===== src/rtl/mzf_ram_loader_if.sv =====
// Byte-stream input and RAM write port of the MZF loader, bundled for the bus mux.
interface mzf_ram_loader_if;
   logic [7:0]  in_data;
   logic        in_valid;
   logic        in_ready;
   logic [14:0] ram_addr;
   logic [7:0]  ram_din;
   logic        ram_en;
   logic        ram_we;

   modport master (
      output in_data, in_valid,
      input  in_ready, ram_addr, ram_din, ram_en, ram_we
   );

   modport slave (
      input  in_data, in_valid,
      output in_ready, ram_addr, ram_din, ram_en, ram_we
   );
endinterface


===== src/rtl/mzf_ram_loader.sv =====
// Parses an MZF tape image from a byte stream and writes its body into the 32 KB RAM.
//
// state       | meaning
// ------------+---------------------------------------------------------
// S_IDLE      | waiting for start, RAM port released
// S_HEADER    | accepting the 128 header bytes, latching attr/size/addrs
// S_CHECK     | one cycle validating attribute and address range
// S_BODY_WAIT | waiting for the next body byte
// S_W_SETUP   | address/data set up, strobe low
// S_W_STROBE  | en/we high for one cycle
// S_W_HOLD    | strobe low, address/data held, pointer advances
// S_DONE      | image loaded, header fields valid
// S_ERROR     | image rejected before any write, err_code valid
module mzf_ram_loader #(
   parameter logic [15:0] RAM_BASE  = 16'h0000,
   parameter int          RAM_DEPTH = 32768,
   parameter int          HDR_LEN   = 128
) (
   input  logic                  clk,
   input  logic                  reset,
   input  logic                  start,
   mzf_ram_loader_if.slave       bus,
   output logic                  busy,
   output logic                  done,
   output logic                  error,
   output logic [1:0]            err_code,
   output logic [15:0]           file_size,
   output logic [15:0]           load_addr,
   output logic [15:0]           exec_addr
);

   typedef enum logic [3:0] {
      S_IDLE, S_HEADER, S_CHECK, S_BODY_WAIT, S_W_SETUP,
      S_W_STROBE, S_W_HOLD, S_DONE, S_ERROR
   } state_t;

   localparam logic [7:0]  HC_LAST = 8'(HDR_LEN - 1);
   localparam logic [16:0] DEPTH17 = 17'(RAM_DEPTH);

   state_t      state, state_nxt;
   logic [7:0]  hc;
   logic [7:0]  attr;
   logic [15:0] remaining;
   logic [14:0] wptr;
   logic [14:0] addr_q;
   logic [7:0]  din_q;
   logic        rdy;
   logic        accept;
   logic [15:0] off;
   logic [16:0] span;
   logic [1:0]  chk_code;

   assign rdy    = (state == S_HEADER) || (state == S_BODY_WAIT);
   assign accept = bus.in_valid & rdy;
   assign off    = load_addr - RAM_BASE;
   assign span   = {1'b0, off} + {1'b0, file_size};

   // Priority order matters: a bad attribute wins over any address problem.
   assign chk_code = (attr != 8'h01)        ? 2'd1 :
                     (load_addr < RAM_BASE) ? 2'd2 :
                     (span > DEPTH17)       ? 2'd3 : 2'd0;

   assign bus.in_ready = rdy;
   assign bus.ram_addr = addr_q;
   assign bus.ram_din  = din_q;

   always_ff @(posedge clk) begin
      if (reset) state <= S_IDLE;
      else       state <= state_nxt;
   end

   always_comb begin
      state_nxt  = state;
      busy       = 1'b1;
      done       = 1'b0;
      error      = 1'b0;
      bus.ram_en = 1'b0;
      bus.ram_we = 1'b0;
      case (state)
         S_IDLE, S_DONE, S_ERROR: begin
            busy  = 1'b0;
            done  = (state == S_DONE);
            error = (state == S_ERROR);
            if (start) state_nxt = S_HEADER;
         end
         S_HEADER:
            if (accept && hc == HC_LAST) state_nxt = S_CHECK;
         S_CHECK: begin
            if (chk_code != 2'd0)        state_nxt = S_ERROR;
            else if (file_size == 16'd0) state_nxt = S_DONE;
            else                         state_nxt = S_BODY_WAIT;
         end
         S_BODY_WAIT:
            if (accept) state_nxt = S_W_SETUP;
         S_W_SETUP:
            state_nxt = S_W_STROBE;
         S_W_STROBE: begin
            bus.ram_en = 1'b1;
            bus.ram_we = 1'b1;
            state_nxt  = S_W_HOLD;
         end
         S_W_HOLD:
            state_nxt = (remaining == 16'd1) ? S_DONE : S_BODY_WAIT;
         default: begin
            busy      = 1'b0;
            state_nxt = S_IDLE;
         end
      endcase
   end

   always_ff @(posedge clk) begin
      if (reset) begin
         hc        <= '0;
         attr      <= '0;
         remaining <= '0;
         wptr      <= '0;
         addr_q    <= '0;
         din_q     <= '0;
         err_code  <= '0;
         file_size <= '0;
         load_addr <= '0;
         exec_addr <= '0;
      end else begin
         case (state)
            S_IDLE, S_DONE, S_ERROR: begin
               if (start) begin
                  hc        <= '0;
                  attr      <= '0;
                  err_code  <= '0;
                  file_size <= '0;
                  load_addr <= '0;
                  exec_addr <= '0;
               end
            end
            S_HEADER: begin
               if (accept) begin
                  hc <= hc + 8'd1;
                  case (hc)
                     8'd0:    attr            <= bus.in_data;
                     8'd18:   file_size[7:0]  <= bus.in_data;
                     8'd19:   file_size[15:8] <= bus.in_data;
                     8'd20:   load_addr[7:0]  <= bus.in_data;
                     8'd21:   load_addr[15:8] <= bus.in_data;
                     8'd22:   exec_addr[7:0]  <= bus.in_data;
                     8'd23:   exec_addr[15:8] <= bus.in_data;
                     default: ;
                  endcase
               end
            end
            S_CHECK: begin
               err_code  <= chk_code;
               remaining <= file_size;
               wptr      <= off[14:0];
            end
            // The only place the RAM address/data move, so they are stable around the strobe.
            S_BODY_WAIT: begin
               if (accept) begin
                  addr_q <= wptr;
                  din_q  <= bus.in_data;
               end
            end
            S_W_HOLD: begin
               wptr      <= wptr + 15'd1;
               remaining <= remaining - 16'd1;
            end
            default: ;
         endcase
      end
   end

endmodule


===== src/flat_wrapper.sv =====
// flat-port wrapper written by rule: the top's interface ports become plain ports
module mzf_ram_loader_flat 
#(
   parameter logic [15:0] RAM_BASE  = 16'h0000,
   parameter int          RAM_DEPTH = 32768,
   parameter int          HDR_LEN   = 128
)
  (clk, reset, start, busy, done, error, err_code, file_size, load_addr, exec_addr, bus_in_data, bus_in_valid, bus_in_ready, bus_ram_addr, bus_ram_din, bus_ram_en, bus_ram_we);
  mzf_ram_loader_if bus_i ();
  input  logic clk;
  input  logic reset;
  input  logic start;
  output logic busy;
  output logic done;
  output logic error;
  output logic [1:0] err_code;
  output logic [15:0] file_size;
  output logic [15:0] load_addr;
  output logic [15:0] exec_addr;
  input wire logic [$bits(bus_i.in_data)-1:0] bus_in_data;
  input wire logic [$bits(bus_i.in_valid)-1:0] bus_in_valid;
  output wire logic [$bits(bus_i.in_ready)-1:0] bus_in_ready;
  output wire logic [$bits(bus_i.ram_addr)-1:0] bus_ram_addr;
  output wire logic [$bits(bus_i.ram_din)-1:0] bus_ram_din;
  output wire logic [$bits(bus_i.ram_en)-1:0] bus_ram_en;
  output wire logic [$bits(bus_i.ram_we)-1:0] bus_ram_we;
  assign bus_i.in_data = bus_in_data;
  assign bus_i.in_valid = bus_in_valid;
  assign bus_in_ready = bus_i.in_ready;
  assign bus_ram_addr = bus_i.ram_addr;
  assign bus_ram_din = bus_i.ram_din;
  assign bus_ram_en = bus_i.ram_en;
  assign bus_ram_we = bus_i.ram_we;
  mzf_ram_loader #(.RAM_BASE(RAM_BASE), .RAM_DEPTH(RAM_DEPTH), .HDR_LEN(HDR_LEN)) u_core (.clk(clk), .reset(reset), .start(start), .bus(bus_i), .busy(busy), .done(done), .error(error), .err_code(err_code), .file_size(file_size), .load_addr(load_addr), .exec_addr(exec_addr));
endmodule

===== config.mk =====
export PLATFORM = sky130hd
export DESIGN_NAME = mzf_ram_loader_flat
export DESIGN_NICKNAME = d
export VERILOG_FILES = /design/src/rtl/mzf_ram_loader_if.sv /design/src/rtl/mzf_ram_loader.sv /design/src/flat_wrapper.sv
export SDC_FILE = /design/constraint.sdc
export NUM_CORES = 1
export LEC_CHECK = 0
export ABC_AREA = 1
export CAP_MARGIN = 20
export CORE_ASPECT_RATIO = 1.5
export CORE_UTILIZATION = 55
export CTS_CLUSTER_SIZE = 16
export DETAILED_ROUTE_END_ITERATION = 10
export PLACE_DENSITY = 0.78
export SYNTH_ARGS = -nofsm -noshare
export SYNTH_HDL_FRONTEND = slang
export SYNTH_SLANG_ARGS = --single-unit

===== constraint.sdc =====
create_clock -name clk -period 2.6 [get_ports clk]
set_clock_uncertainty 0.05 [all_clocks]
set_input_delay 0.52 -clock clk [delete_from_list [all_inputs] [get_ports clk]]
set_output_delay 0.52 -clock clk [all_outputs]
set_load 0.02 [all_outputs]

==> flow_summary.yaml <==
outcome:
  status: "finished, final reports clean"
routing:
  routed_via_density: 5.58
  drtPass1Iterations: 5
  drt_iter0_markers: 387
  totalWireLength_mm: 19.4
  drt-wirelength-per-cell_um: 16.1
  drc: 0
  dr_total_vias: 6750
  ant_nets: 0
yosys:
  synth_edf_count: 0
  synth.area.top_cells: "dfxtp_1, nand2_1, a21oi_1"
  yosys.area.top_type: "dfxtp_1"
  synth_cell_types: 51
  synth-async-reset-ratio_pct: 0
  synthesis.area_um2: 6560
  ys_seq_area_share_pct: 37.8
  synth_nets: 986
  synth_seq_cells: 124
  synth_commonest_cells: "nand2_1, dfxtp_1, inv_1, a21oi_1, nor2_1"
  synth_top_area_share_pct: 37.8
  ys.flop_type: "dfxtp_1"
  yosysMostFrequentCell: "nand2_1"
  syn_inst: 950
  ys.warnings.count: 0
  avgSynthCellArea_um2: 6.91
flow_run:
  drv_cap: 0
clock_network:
  clk_latency_ns: 0.41
  root_buffer: "clkbuf_16"
  cts.sinks: 124
  clkTransAtPathRegs_ns: 0.06
  cts_tree: "yes"
  numCtsBuffers: 17
  clk_path_buf_depth: 2
  cts_max_level: 4
die:
  ios: 91
  rows: 48
  die_w_um: 91.2
  dieArea_um2: 12400
  fp.dieH_um: 136
  core-area_um2: 11600
  start_util_pct: 56.6
final_layout:
  final_cells: 1210
  drive_above_1_share_pct: 9.25
  fin_area_um2: 8240
  diodes: 0
  final_nets: 1084
  area_delta_synth_final_pct: 25.6
  final_util_pct: 71.1
global_routing:
  antenna_found_initial: 0
  overflow: 0
  grt_pass1_vias: 6293
  grt.total_usage_pct: 32.1
  grt_first_pass_wirelength_mm: 30.7
  grt_max_degree: 46
power:
  power_mw: 8.22
  total_leakage_power_nw: 3.48
  p_per_area_nw_per_um2: 997
  peakVddDrop_uv: 699
timing:
  setup_ws_ns: 0.101
  hold_viol: 0
  worst_pin_slew_ns: 0.640
  min_period_over_period_pct: 96.1
  fmax_mhz: 400
  slew_viol_final: 0
  whs_ns: 0.409
  tns_ns: 0
  relSlewSlack_pct: 57.2
  finalSetupViolCount: 0
  fin_crit_ns: 2.50
place:
  dp_hpwl_mm: 14.1
  place_worst_setup_slack_ns: 0.134
  place_congestion: 0.955
  io_buffer_count: 90
  place_area_um2: 7670
  place_inst: 1179
worst_setup_path:
  reg2reg_depth: 13
  cp_max_fo: 6
  reg2reg_to: "u_core.state[3]"
  cp-start-kind: "flop"
  crit_required_ns: 2.03
  crit_arrival_ns: 1.93
  path_class: "reg2out"
  cp-end-kind: "primary output"
  r2r_start: "u_core.load_addr[2]"
  ff2ff_setup_slack_ns: 0.17
hold_path:
  holdPathEnd: "u_core.bus.ram_addr[7]"
  hp-class: "reg2reg"
  hold_start: "u_core.bus.ram_addr[7]"
  hold_depth: 2
[worst max path at each step]
| stage | start | endpoint |
|---|---|---|
| after global placement | u_core.load_addr[0] | u_core.state[3] |
| after detailed placement | u_core.load_addr[0] | u_core.err_code[0] |
| after CTS | u_core.state[2] | bus_ram_we |
| after global routing | u_core.file_size[3] | u_core.state[1] |
| after floorplan | u_core.file_size[0] | u_core.err_code[0] |
| final | u_core.state[2] | busy |
[power by group]
| part | total, mW | internal (mW) | switching, mW |
|---|---|---|---|
| Sequential | 2.60 | 2.26 | 0.338 |
| Combinational | 3.44 | 1.28 | 2.15 |
| Clock | 2.18 | 1.38 | 0.807 |
| Total | 8.22 | 4.92 | 3.30 |
[registers in the layout (all words and copies together), names as in the netlist]
register / cells
u_core.load_addr: 16
u_core.state: 4
u_core.bus.ram_addr: 15
u_core.wptr: 15
u_core.attr: 8
u_core.remaining: 16
u_core.hc: 8
u_core.bus.ram_din: 8
u_core.err_code: 2
u_core.file_size: 16
u_core.exec_addr: 16
[cell usage in the layout, fill, tap and decap left out, types with 3 or more instances in the layout]
cell type / instances
nand2_1: 203
dfxtp_1: 124
inv_1: 107
a21oi_1: 103
clkdlybuf4s50_1: 87
nor2_1: 84
nand3_1: 67
o21ai_0: 64
buf_4: 25
ha_1: 23
clkbuf_16: 17
inv_2: 13
a31oi_1: 13
a211oi_1: 12
nor3_1: 12
nor2_2: 8
xor2_1: 7
o21ai_1: 7
nand4_1: 6
nand2_2: 5
nor4_1: 5
nor2_4: 4
nand3b_1: 4
clkbuf_1: 4
clkinv_2: 4
a211oi_2: 3
clkinv_1: 3
o22ai_1: 3
nor3b_1: 3
clkbuf_8: 3
[cell families (layout without fill, tap and decap cells)]
logic type	count (synthesis)	count (layout)	share of synthesized area [%]
adder cells (fa/ha/maj)	24	24	4.69
AO/OA/AOI/OAI	223	223	19.3
XOR/XNOR	9	9	1.20
flip-flops	124	124	37.8
AND/OR/NAND/NOR	411	411	27.4
buffers and inverters	159	269	9.53
[final cells by class]
class / instances / area, µm²
clock buffer: 24 / 482
clock inverter: 7 / 65.1
fill: 1001 / 3350
inverter: 123 / 462
multi-input combinational: 667 / 3470
sequential: 124 / 2480
tap: 150 / 188
timing repair buffer: 115 / 1090
[critical path, stage by stage, from the launching register on]
cell and delay, ns:
dfxtp_1 0.32, buf_4 0.16, nor2_1 0.12, inv_2 0.09, o21ai_0 0.18, clkdlybuf4s50_1 0.65
[per-layer routing]
metal	track usage, %	part of all wire [%]	vias to the layer above
li1	-	-	3344
met1	36.8	40	3033
met2	54.7	48	303
met3	6.79	6.9	70
met4	19.2	5.8	0
met5	0	0	-
[what timing repair did]
action,4_1_cts,5_1_grt
hold buffers,0,0
buffers inserted,0,0
gates resized for setup,0,8
endpoints found under the setup margin,0,9
Power figures use the tool's default switching activity.
